## src/rtl/oric_sdram_arbiter.sv

```systemverilog
// ---------------------------------------------------------------------------
// oric_sdram_arbiter
//
// Shares one toggle-handshake SDRAM port between the Oric CPU/ULA RAM bus
// and a DMA requester (disk-image / FDC sector buffer / loader).
//
// The CPU's level-style cs/oe/we bus is turned into discrete SDRAM
// transactions. The CPU always wins arbitration. Each side has a 1-deep
// pending slot.
//
// Ports
//   clk_sys, reset        system clock, synchronous active-high reset
//   cpu_cs/oe/we          CPU RAM select / read enable / write enable
//   cpu_addr, cpu_din     CPU byte address and write data
//   cpu_dout              last CPU read byte (held)
//   dma_req, dma_we       one-cycle DMA request pulse, write flag
//   dma_addr, dma_din     DMA byte address and write data
//   dma_dout, dma_ack     DMA read byte, valid with the one-cycle dma_ack
//   busy                  transaction outstanding or a slot pending
//   err_timeout           sticky, set when the SDRAM never acknowledged
//   sd_req/sd_ack         request/acknowledge toggles to/from the SDRAM
//   sd_a, sd_ds           word address, byte-lane strobes {hi,lo}
//   sd_we, sd_d, sd_q     write flag, write data, read data
// ---------------------------------------------------------------------------
module oric_sdram_arbiter #(
  parameter int                ADDR_W   = 24,
  parameter logic [ADDR_W-1:0] CPU_BASE = '0,
  parameter int                TIMEOUT  = 255
) (
  input  logic              clk_sys,
  input  logic              reset,
  input  logic              cpu_cs,
  input  logic              cpu_oe,
  input  logic              cpu_we,
  input  logic [15:0]       cpu_addr,
  input  logic [7:0]        cpu_din,
  output logic [7:0]        cpu_dout,
  input  logic              dma_req,
  input  logic              dma_we,
  input  logic [ADDR_W-1:0] dma_addr,
  input  logic [7:0]        dma_din,
  output logic [7:0]        dma_dout,
  output logic              dma_ack,
  output logic              busy,
  output logic              err_timeout,
  output logic              sd_req,
  input  logic              sd_ack,
  output logic [ADDR_W-2:0] sd_a,
  output logic [1:0]        sd_ds,
  output logic              sd_we,
  output logic [15:0]       sd_d,
  input  logic [15:0]       sd_q
);

  // Counter holds 0..TIMEOUT-1; expiry is detected on the last value.
  localparam int CNT_W = (TIMEOUT < 2) ? 1 : $clog2(TIMEOUT);

  typedef enum logic [1:0] {
    ST_IDLE     = 2'd0,
    ST_CPU_WAIT = 2'd1,
    ST_DMA_WAIT = 2'd2
  } state_t;

  state_t r_state;
  state_t w_state_next;

  // CPU bus edge detection
  logic        r_rd_prev;
  logic        r_wr_prev;
  logic [15:0] r_addr_prev;

  // Pending slots
  logic              r_cpu_valid;
  logic              r_cpu_we;
  logic [ADDR_W-1:0] r_cpu_addr;
  logic [7:0]        r_cpu_din;
  logic              r_dma_valid;
  logic              r_dma_we;
  logic [ADDR_W-1:0] r_dma_addr;
  logic [7:0]        r_dma_din;

  // Current transaction
  logic             r_cur_a0;
  logic             r_cur_we;
  logic [CNT_W-1:0] r_tmo_cnt;

  // Output registers
  logic              r_sd_req;
  logic [ADDR_W-2:0] r_sd_a;
  logic [1:0]        r_sd_ds;
  logic              r_sd_we;
  logic [15:0]       r_sd_d;
  logic [7:0]        r_cpu_dout;
  logic [7:0]        r_dma_dout;
  logic              r_dma_ack;
  logic              r_err_timeout;

  // Combinational helpers
  logic              w_rd;
  logic              w_wr;
  logic              w_cpu_event;
  logic [ADDR_W-1:0] w_cpu_eff;
  logic              w_dma_accept;
  logic              w_sd_idle;
  logic              w_issue_cpu;
  logic              w_issue_dma;
  logic              w_done;
  logic              w_timeout;
  logic [ADDR_W-1:0] w_iss_addr;
  logic              w_iss_we;
  logic [7:0]        w_iss_din;
  logic [15:0]       w_wr_word;
  logic [7:0]        w_rd_byte;

  assign w_rd      = cpu_cs & cpu_oe;
  assign w_wr      = cpu_cs & cpu_we;
  assign w_cpu_eff = CPU_BASE + ADDR_W'(cpu_addr);

  // New CPU request: rising read strobe, rising write strobe, or the address
  // moving while the read strobe stays asserted (ULA/CPU back-to-back reads).
  assign w_cpu_event = (w_rd & ~r_rd_prev) |
                       (w_wr & ~r_wr_prev) |
                       (w_rd & r_rd_prev & (cpu_addr != r_addr_prev));

  // A DMA request is dropped while its slot is full or its access is in flight.
  assign w_dma_accept = dma_req & ~r_dma_valid & (r_state != ST_DMA_WAIT);

  assign w_sd_idle = (sd_ack == r_sd_req);

  // Source selection for the issued transaction
  assign w_iss_addr = w_issue_cpu ? r_cpu_addr : r_dma_addr;
  assign w_iss_we   = w_issue_cpu ? r_cpu_we   : r_dma_we;
  assign w_iss_din  = w_issue_cpu ? r_cpu_din  : r_dma_din;

  // Write byte replicated onto both lanes; the strobe picks the real one.
  for (genvar gi = 0; gi < 2; gi++) begin : g_lane
    assign w_wr_word[gi*8 +: 8] = w_iss_din;
  end

  assign w_rd_byte = r_cur_a0 ? sd_q[15:8] : sd_q[7:0];

  // FSM state register
  always_ff @(posedge clk_sys) begin
    if (reset) begin
      r_state <= ST_IDLE;
    end else begin
      r_state <= w_state_next;
    end
  end

  // FSM next state and control strobes
  always_comb begin
    w_state_next = r_state;
    w_issue_cpu  = 1'b0;
    w_issue_dma  = 1'b0;
    w_done       = 1'b0;
    w_timeout    = 1'b0;
    case (r_state)
      ST_IDLE: begin
        if (w_sd_idle) begin
          if (r_cpu_valid) begin
            w_issue_cpu  = 1'b1;
            w_state_next = ST_CPU_WAIT;
          end else if (r_dma_valid) begin
            w_issue_dma  = 1'b1;
            w_state_next = ST_DMA_WAIT;
          end
        end
      end
      ST_CPU_WAIT, ST_DMA_WAIT: begin
        if (w_sd_idle) begin
          w_done       = 1'b1;
          w_state_next = ST_IDLE;
        end else if (r_tmo_cnt == CNT_W'(TIMEOUT - 1)) begin
          w_timeout    = 1'b1;
          w_state_next = ST_IDLE;
        end
      end
      default: begin
        w_state_next = ST_IDLE;
      end
    endcase
  end

  // Datapath, slots and output registers
  always_ff @(posedge clk_sys) begin
    if (reset) begin
      r_rd_prev     <= 1'b0;
      r_wr_prev     <= 1'b0;
      r_addr_prev   <= '0;
      r_cpu_valid   <= 1'b0;
      r_cpu_we      <= 1'b0;
      r_cpu_addr    <= '0;
      r_cpu_din     <= '0;
      r_dma_valid   <= 1'b0;
      r_dma_we      <= 1'b0;
      r_dma_addr    <= '0;
      r_dma_din     <= '0;
      r_cur_a0      <= 1'b0;
      r_cur_we      <= 1'b0;
      r_tmo_cnt     <= '0;
      r_sd_req      <= 1'b0;
      r_sd_a        <= '0;
      r_sd_ds       <= 2'b00;
      r_sd_we       <= 1'b0;
      r_sd_d        <= '0;
      r_cpu_dout    <= '0;
      r_dma_dout    <= '0;
      r_dma_ack     <= 1'b0;
      r_err_timeout <= 1'b0;
    end else begin
      r_rd_prev   <= w_rd;
      r_wr_prev   <= w_wr;
      r_addr_prev <= cpu_addr;
      r_dma_ack   <= 1'b0;

      // Clear on issue first, so an event in the same cycle refills the slot.
      if (w_issue_cpu) begin
        r_cpu_valid <= 1'b0;
      end
      if (w_cpu_event) begin
        r_cpu_valid <= 1'b1;
        r_cpu_we    <= cpu_we;
        r_cpu_addr  <= w_cpu_eff;
        r_cpu_din   <= cpu_din;
      end

      if (w_issue_dma) begin
        r_dma_valid <= 1'b0;
      end
      if (w_dma_accept) begin
        r_dma_valid <= 1'b1;
        r_dma_we    <= dma_we;
        r_dma_addr  <= dma_addr;
        r_dma_din   <= dma_din;
      end

      if (w_issue_cpu || w_issue_dma) begin
        r_sd_req  <= ~r_sd_req;
        r_sd_a    <= w_iss_addr[ADDR_W-1:1];
        r_sd_ds   <= w_iss_we ? (w_iss_addr[0] ? 2'b10 : 2'b01) : 2'b11;
        r_sd_we   <= w_iss_we;
        r_sd_d    <= w_wr_word;
        r_cur_a0  <= w_iss_addr[0];
        r_cur_we  <= w_iss_we;
        r_tmo_cnt <= '0;
      end else if (r_state != ST_IDLE && !w_done && !w_timeout) begin
        r_tmo_cnt <= r_tmo_cnt + 1'b1;
      end

      if (w_done) begin
        if (!r_cur_we) begin
          if (r_state == ST_CPU_WAIT) begin
            r_cpu_dout <= w_rd_byte;
          end else begin
            r_dma_dout <= w_rd_byte;
          end
        end
        if (r_state == ST_DMA_WAIT) begin
          r_dma_ack <= 1'b1;
        end
      end

      // Abort: realign the toggle pair so the next request starts clean.
      if (w_timeout) begin
        r_err_timeout <= 1'b1;
        r_sd_req      <= sd_ack;
        if (r_state == ST_DMA_WAIT) begin
          r_dma_ack  <= 1'b1;
          r_dma_dout <= 8'hFF;
        end
      end
    end
  end

  assign busy        = (r_state != ST_IDLE) | r_cpu_valid | r_dma_valid;
  assign sd_req      = r_sd_req;
  assign sd_a        = r_sd_a;
  assign sd_ds       = r_sd_ds;
  assign sd_we       = r_sd_we;
  assign sd_d        = r_sd_d;
  assign cpu_dout    = r_cpu_dout;
  assign dma_dout    = r_dma_dout;
  assign dma_ack     = r_dma_ack;
  assign err_timeout = r_err_timeout;

endmodule

```

## config.mk

```make
export PLATFORM = sky130hd
export DESIGN_NAME = oric_sdram_arbiter
export DESIGN_NICKNAME = d
export VERILOG_FILES = /design/src/rtl/oric_sdram_arbiter.sv
export SDC_FILE = /design/constraint.sdc
export NUM_CORES = 1
export LEC_CHECK = 0
export ABC_AREA = 0
export CORE_AREA = 5 5 112 114
export CTS_CLUSTER_SIZE = 20
export DETAILED_ROUTE_END_ITERATION = 8
export DIE_AREA = 0 0 117 119
export PLACE_DENSITY = 0.8
export SYNTH_ARGS = -nofsm -noshare
export SYNTH_HDL_FRONTEND = slang
export SYNTH_SLANG_ARGS = --single-unit
```

## constraint.sdc

```tcl
create_clock -name clk_sys -period 2.05 [get_ports clk_sys]
set_clock_uncertainty 0.05 [all_clocks]
set_input_delay 0.3075 -clock clk_sys [delete_from_list [all_inputs] [get_ports clk_sys]]
set_output_delay 0.3075 -clock clk_sys [all_outputs]
set_load 0.01 [all_outputs]
```

==> results.tsv <==
metric	value	unit
required time of the critical path	1.69	ns
count of clock tree sinks	142	
number of instances in the synthesized netlist	583	
first-pass GRT wire length	23900	um
Register-to-Register Path Depth	7	
CTS Hold Buffers Added	0	
syn avg cell area	9.08	um2
number of antenna violations at the first check in global routing	1	
total routing resource utilization after global routing	21.7	%
vias post-DR	4847	
final-report setup violation count	0	
setup repair after global routing missed its margin	false	
crit-path cells	inv_1, ha_1, nand2_1, dlygate4sd2_1	
delay of the slowest cell on the worst path	0.33	ns
Slew @ Worst Pin	0.484	ns
standard cell with the maximum stage delay on the critical path	sky130_fd_sc_hd__dlygate4sd2_1	
number of remaining DRC errors	0	
placeable core area	11300	um2
number of buffers between clock root and the deepest sink	2	
total wire length	15000	um
number of I/O pins	142	
internal power	5.93	mW
leakage dissipation	2.93	nW
portion of the post-synthesis area used by sequential elements	53.7	%
CTS clock-pin slew for the worst setup and hold paths	0.06	ns
overall power	8.31	mW
run status	finished clean	
largest net degree at the start of global routing	37	
Hold Slack	0.251	ns
number of synthesized register bits	142	
CTS tree	done	
synth-to-layout area growth	45.2	%
1st-pass router iterations	5	
Overflow after GRT	0	
crit start category	flip-flop	
number of stages on the worst hold path	2	
number of warnings issued by yosys	0	
DIE AREA	13900	um2
count of final hold-check violations	0	
part of the cycle the worst path needs	94.1	%
starting utilization of the core area	46.8	%
number of routed nets with antenna violations	0	
Root Driver	sky130_fd_sc_hd__clkbuf_16	
number of clock buffers inserted by TritonCTS	17	
most common library cell in the layout ignoring fill and taps	sky130_fd_sc_hd__dfxtp_1	
Die W	117	um
dpl hpwl	10700	um
commonest non-fill, non-tap cells in the layout	sky130_fd_sc_hd__dfxtp_1, sky130_fd_sc_hd__clkdlybuf4s50_1, sky130_fd_sc_hd__nand2_1	
input/output buffers	141	
worst setup path category	flip-flop to output port	
number of max-capacitance violations reported	0	
Peak supply drop	0.461	mV
height of the die	119	um
Cell Area, Synth	5300	um2
Routed WL per cell	16.7	um
power per standard cell area	1080	nW/um2
Worst-Skew Late Latency	0.42	ns
proportion of power drawn by the clock network	36.3	%
worst min-delay path category	input pin to flip-flop	
kind of end point of the critical path	output port	
level count of the clock H-tree	4	
vias per cell	5.37	
utilization of the core after routing	67.9	%
Critical Path Fanout Max	7	
Syn Nets	668	
count of cell types in the netlist	40	
number of cell rows	39	
number of synthesized flops with an enable pin	0	
dominant register cell in the synthesized netlist	sky130_fd_sc_hd__dfxtp_1	
setup total negative slack	0	ns
final weighted congestion in routability-driven placement	0.892	
final net count	830	
share of total power in sequential cells	39.8	%
switching power summed over all nets	2.37	mW
Comb pwr share	23.9	%
share of post-route cells with drive strength above 1	11.6	%
Async S/R FF share, synth	0	%
fraction of power spent switching nets	28.6	%
number of global-route vias before repair	4930	
count of filler cells inserted in the layout	881	
worst slew slack as a fraction of its limit	67.7	%
number of slew-limit violations in the final report	0	
time the final worst path needs with I/O delays and setup	1.93	ns
initial detailed-routing violation count	393	
Data arrival, critical path	1.57	ns
Achievable Freq	518	MHz
## final cells by class
| cell class | instances | area, um2 | area share (%) |
|---|---|---|---|
| Clock buffer | 20 | 447 | 5.81 |
| Clock inverter | 12 | 138 | 1.79 |
| Inverter | 8 | 30.0 | 0.390 |
| Tap cell | 143 | 179 | 2.33 |
| Sequential cell | 142 | 2840 | 37.0 |
| Timing Repair Buffer | 184 | 1780 | 23.2 |
| Antenna cell | 1 | 2.50 | 0.0325 |
| Multi-Input combinational cell | 392 | 2270 | 29.5 |
## power groups by stage
stage / registers, mW / clock network (mW) / logic, mW
CTS: 3.30 / 3.05 / 1.97
floorplan: 3.38 / 0 / 0.928
detailed placement: 3.35 / 0 / 1.94
global route: 3.34 / 3.19 / 2.16
finish: 3.31 / 3.01 / 1.99
global placement: 3.34 / 0 / 1.88
## final timing paths
path         slack (ns)             end           from
max                0.12            busy     r_state[0]
min                0.25  r_addr_prev[9]          reset
max reg2reg        0.17        sd_a[11]     r_state[0]
min reg2reg        0.41   r_dma_addr[6]  r_dma_addr[6]
## cell usage after synthesis (2+ instances only)
cell,instances,share of area (%)
sky130_fd_sc_hd__o21ai_0,11,1.0
sky130_fd_sc_hd__buf_4,8,1.1
sky130_fd_sc_hd__nand3_1,4,0.38
sky130_fd_sc_hd__and3_1,4,0.47
sky130_fd_sc_hd__nand2_1,101,7.2
sky130_fd_sc_hd__a31oi_1,3,0.35
sky130_fd_sc_hd__buf_2,7,0.66
sky130_fd_sc_hd__a21oi_1,53,5.0
sky130_fd_sc_hd__nor4_2,2,0.47
sky130_fd_sc_hd__clkbuf_1,25,1.8
sky130_fd_sc_hd__nor2_1,44,3.1
sky130_fd_sc_hd__nor2b_1,18,2.1
sky130_fd_sc_hd__o22ai_1,24,2.8
sky130_fd_sc_hd__dfxtp_1,142,54
sky130_fd_sc_hd__xnor2_1,5,0.83
sky130_fd_sc_hd__a22o_1,24,4.0
sky130_fd_sc_hd__xor2_1,20,3.3
sky130_fd_sc_hd__a31o_2,2,0.33
sky130_fd_sc_hd__a211oi_1,9,1.3
sky130_fd_sc_hd__ha_1,5,1.2
sky130_fd_sc_hd__mux2i_1,9,1.7
sky130_fd_sc_hd__nand4_1,4,0.47
sky130_fd_sc_hd__nor3_1,25,2.4
sky130_fd_sc_hd__nand2b_1,3,0.35
sky130_fd_sc_hd__nor4_1,6,0.71
sky130_fd_sc_hd__o221a_2,2,0.43
sky130_fd_sc_hd__inv_1,8,0.57
sky130_fd_sc_hd__or2_2,2,0.24
sky130_fd_sc_hd__and2_1,2,0.24
## cells by family (layout without fill, tap and decap cells)
kind of cell	after synthesis	count (layout)	share of synthesized area (%)
AOI/OAI and AO/OA	132	132	15.9
xor gates and xnor gates	26	26	4.44
adders and majority gates	5	5	1.18
buffers and inverters	49	224	4.20
DFF	142	142	53.7
muxes	9	9	1.70
other	0	1	0
and+or+nand+nor	220	220	18.9
## stage by stage
step / std cells / cell area (um2) / worst slack, ns
2_1_floorplan: 583 / 5300 / 0.178
3_3_place_gp: 868 / 7080 / -0.108
3_5_place_dp: 868 / 7080 / -0.319
4_1_cts: 900 / 7670 / 0.110
5_1_grt: 902 / 7690 / 0.00448
6_report: 902 / 7690 / 0.121
## per-layer routing
layer  global-route usage (%)  vias to the layer above  wire length (um)
met5                        0                        -                 0
met4                     8.17                        0               307
met3                     6.34                       24              1010
met2                     36.6                      159              7570
met1                     25.7                     2313              6140
li1                         -                     2351                 -
## registers in the layout (all words and copies together) (netlist names), 2 cells and up
name and flops:
r_cpu_addr 16, sd_a 23, dma_dout 8, r_dma_addr 24
r_cpu_din 8, r_addr_prev 16, r_state 2, cpu_dout 8
sd_d 8, sd_ds 2, r_dma_din 8, r_tmo_cnt 8
## what timing repair did
item                       in CTS  in global routing
setup endpoints to repair       9                 19
pin swaps                       0                  1
resized for setup               2                  3
buffers inserted                0                  1
## worst max-delay path: cells and delay by family (launching register included)
kind	cells	cell delay, ns
buffers and inverters	2	0.40
flip-flops	1	0.31
adder cells (fa/ha/maj)	1	0.29
AND/OR/NAND/NOR	1	0.15
No activity file was read; power rests on OpenSTA's default activity.
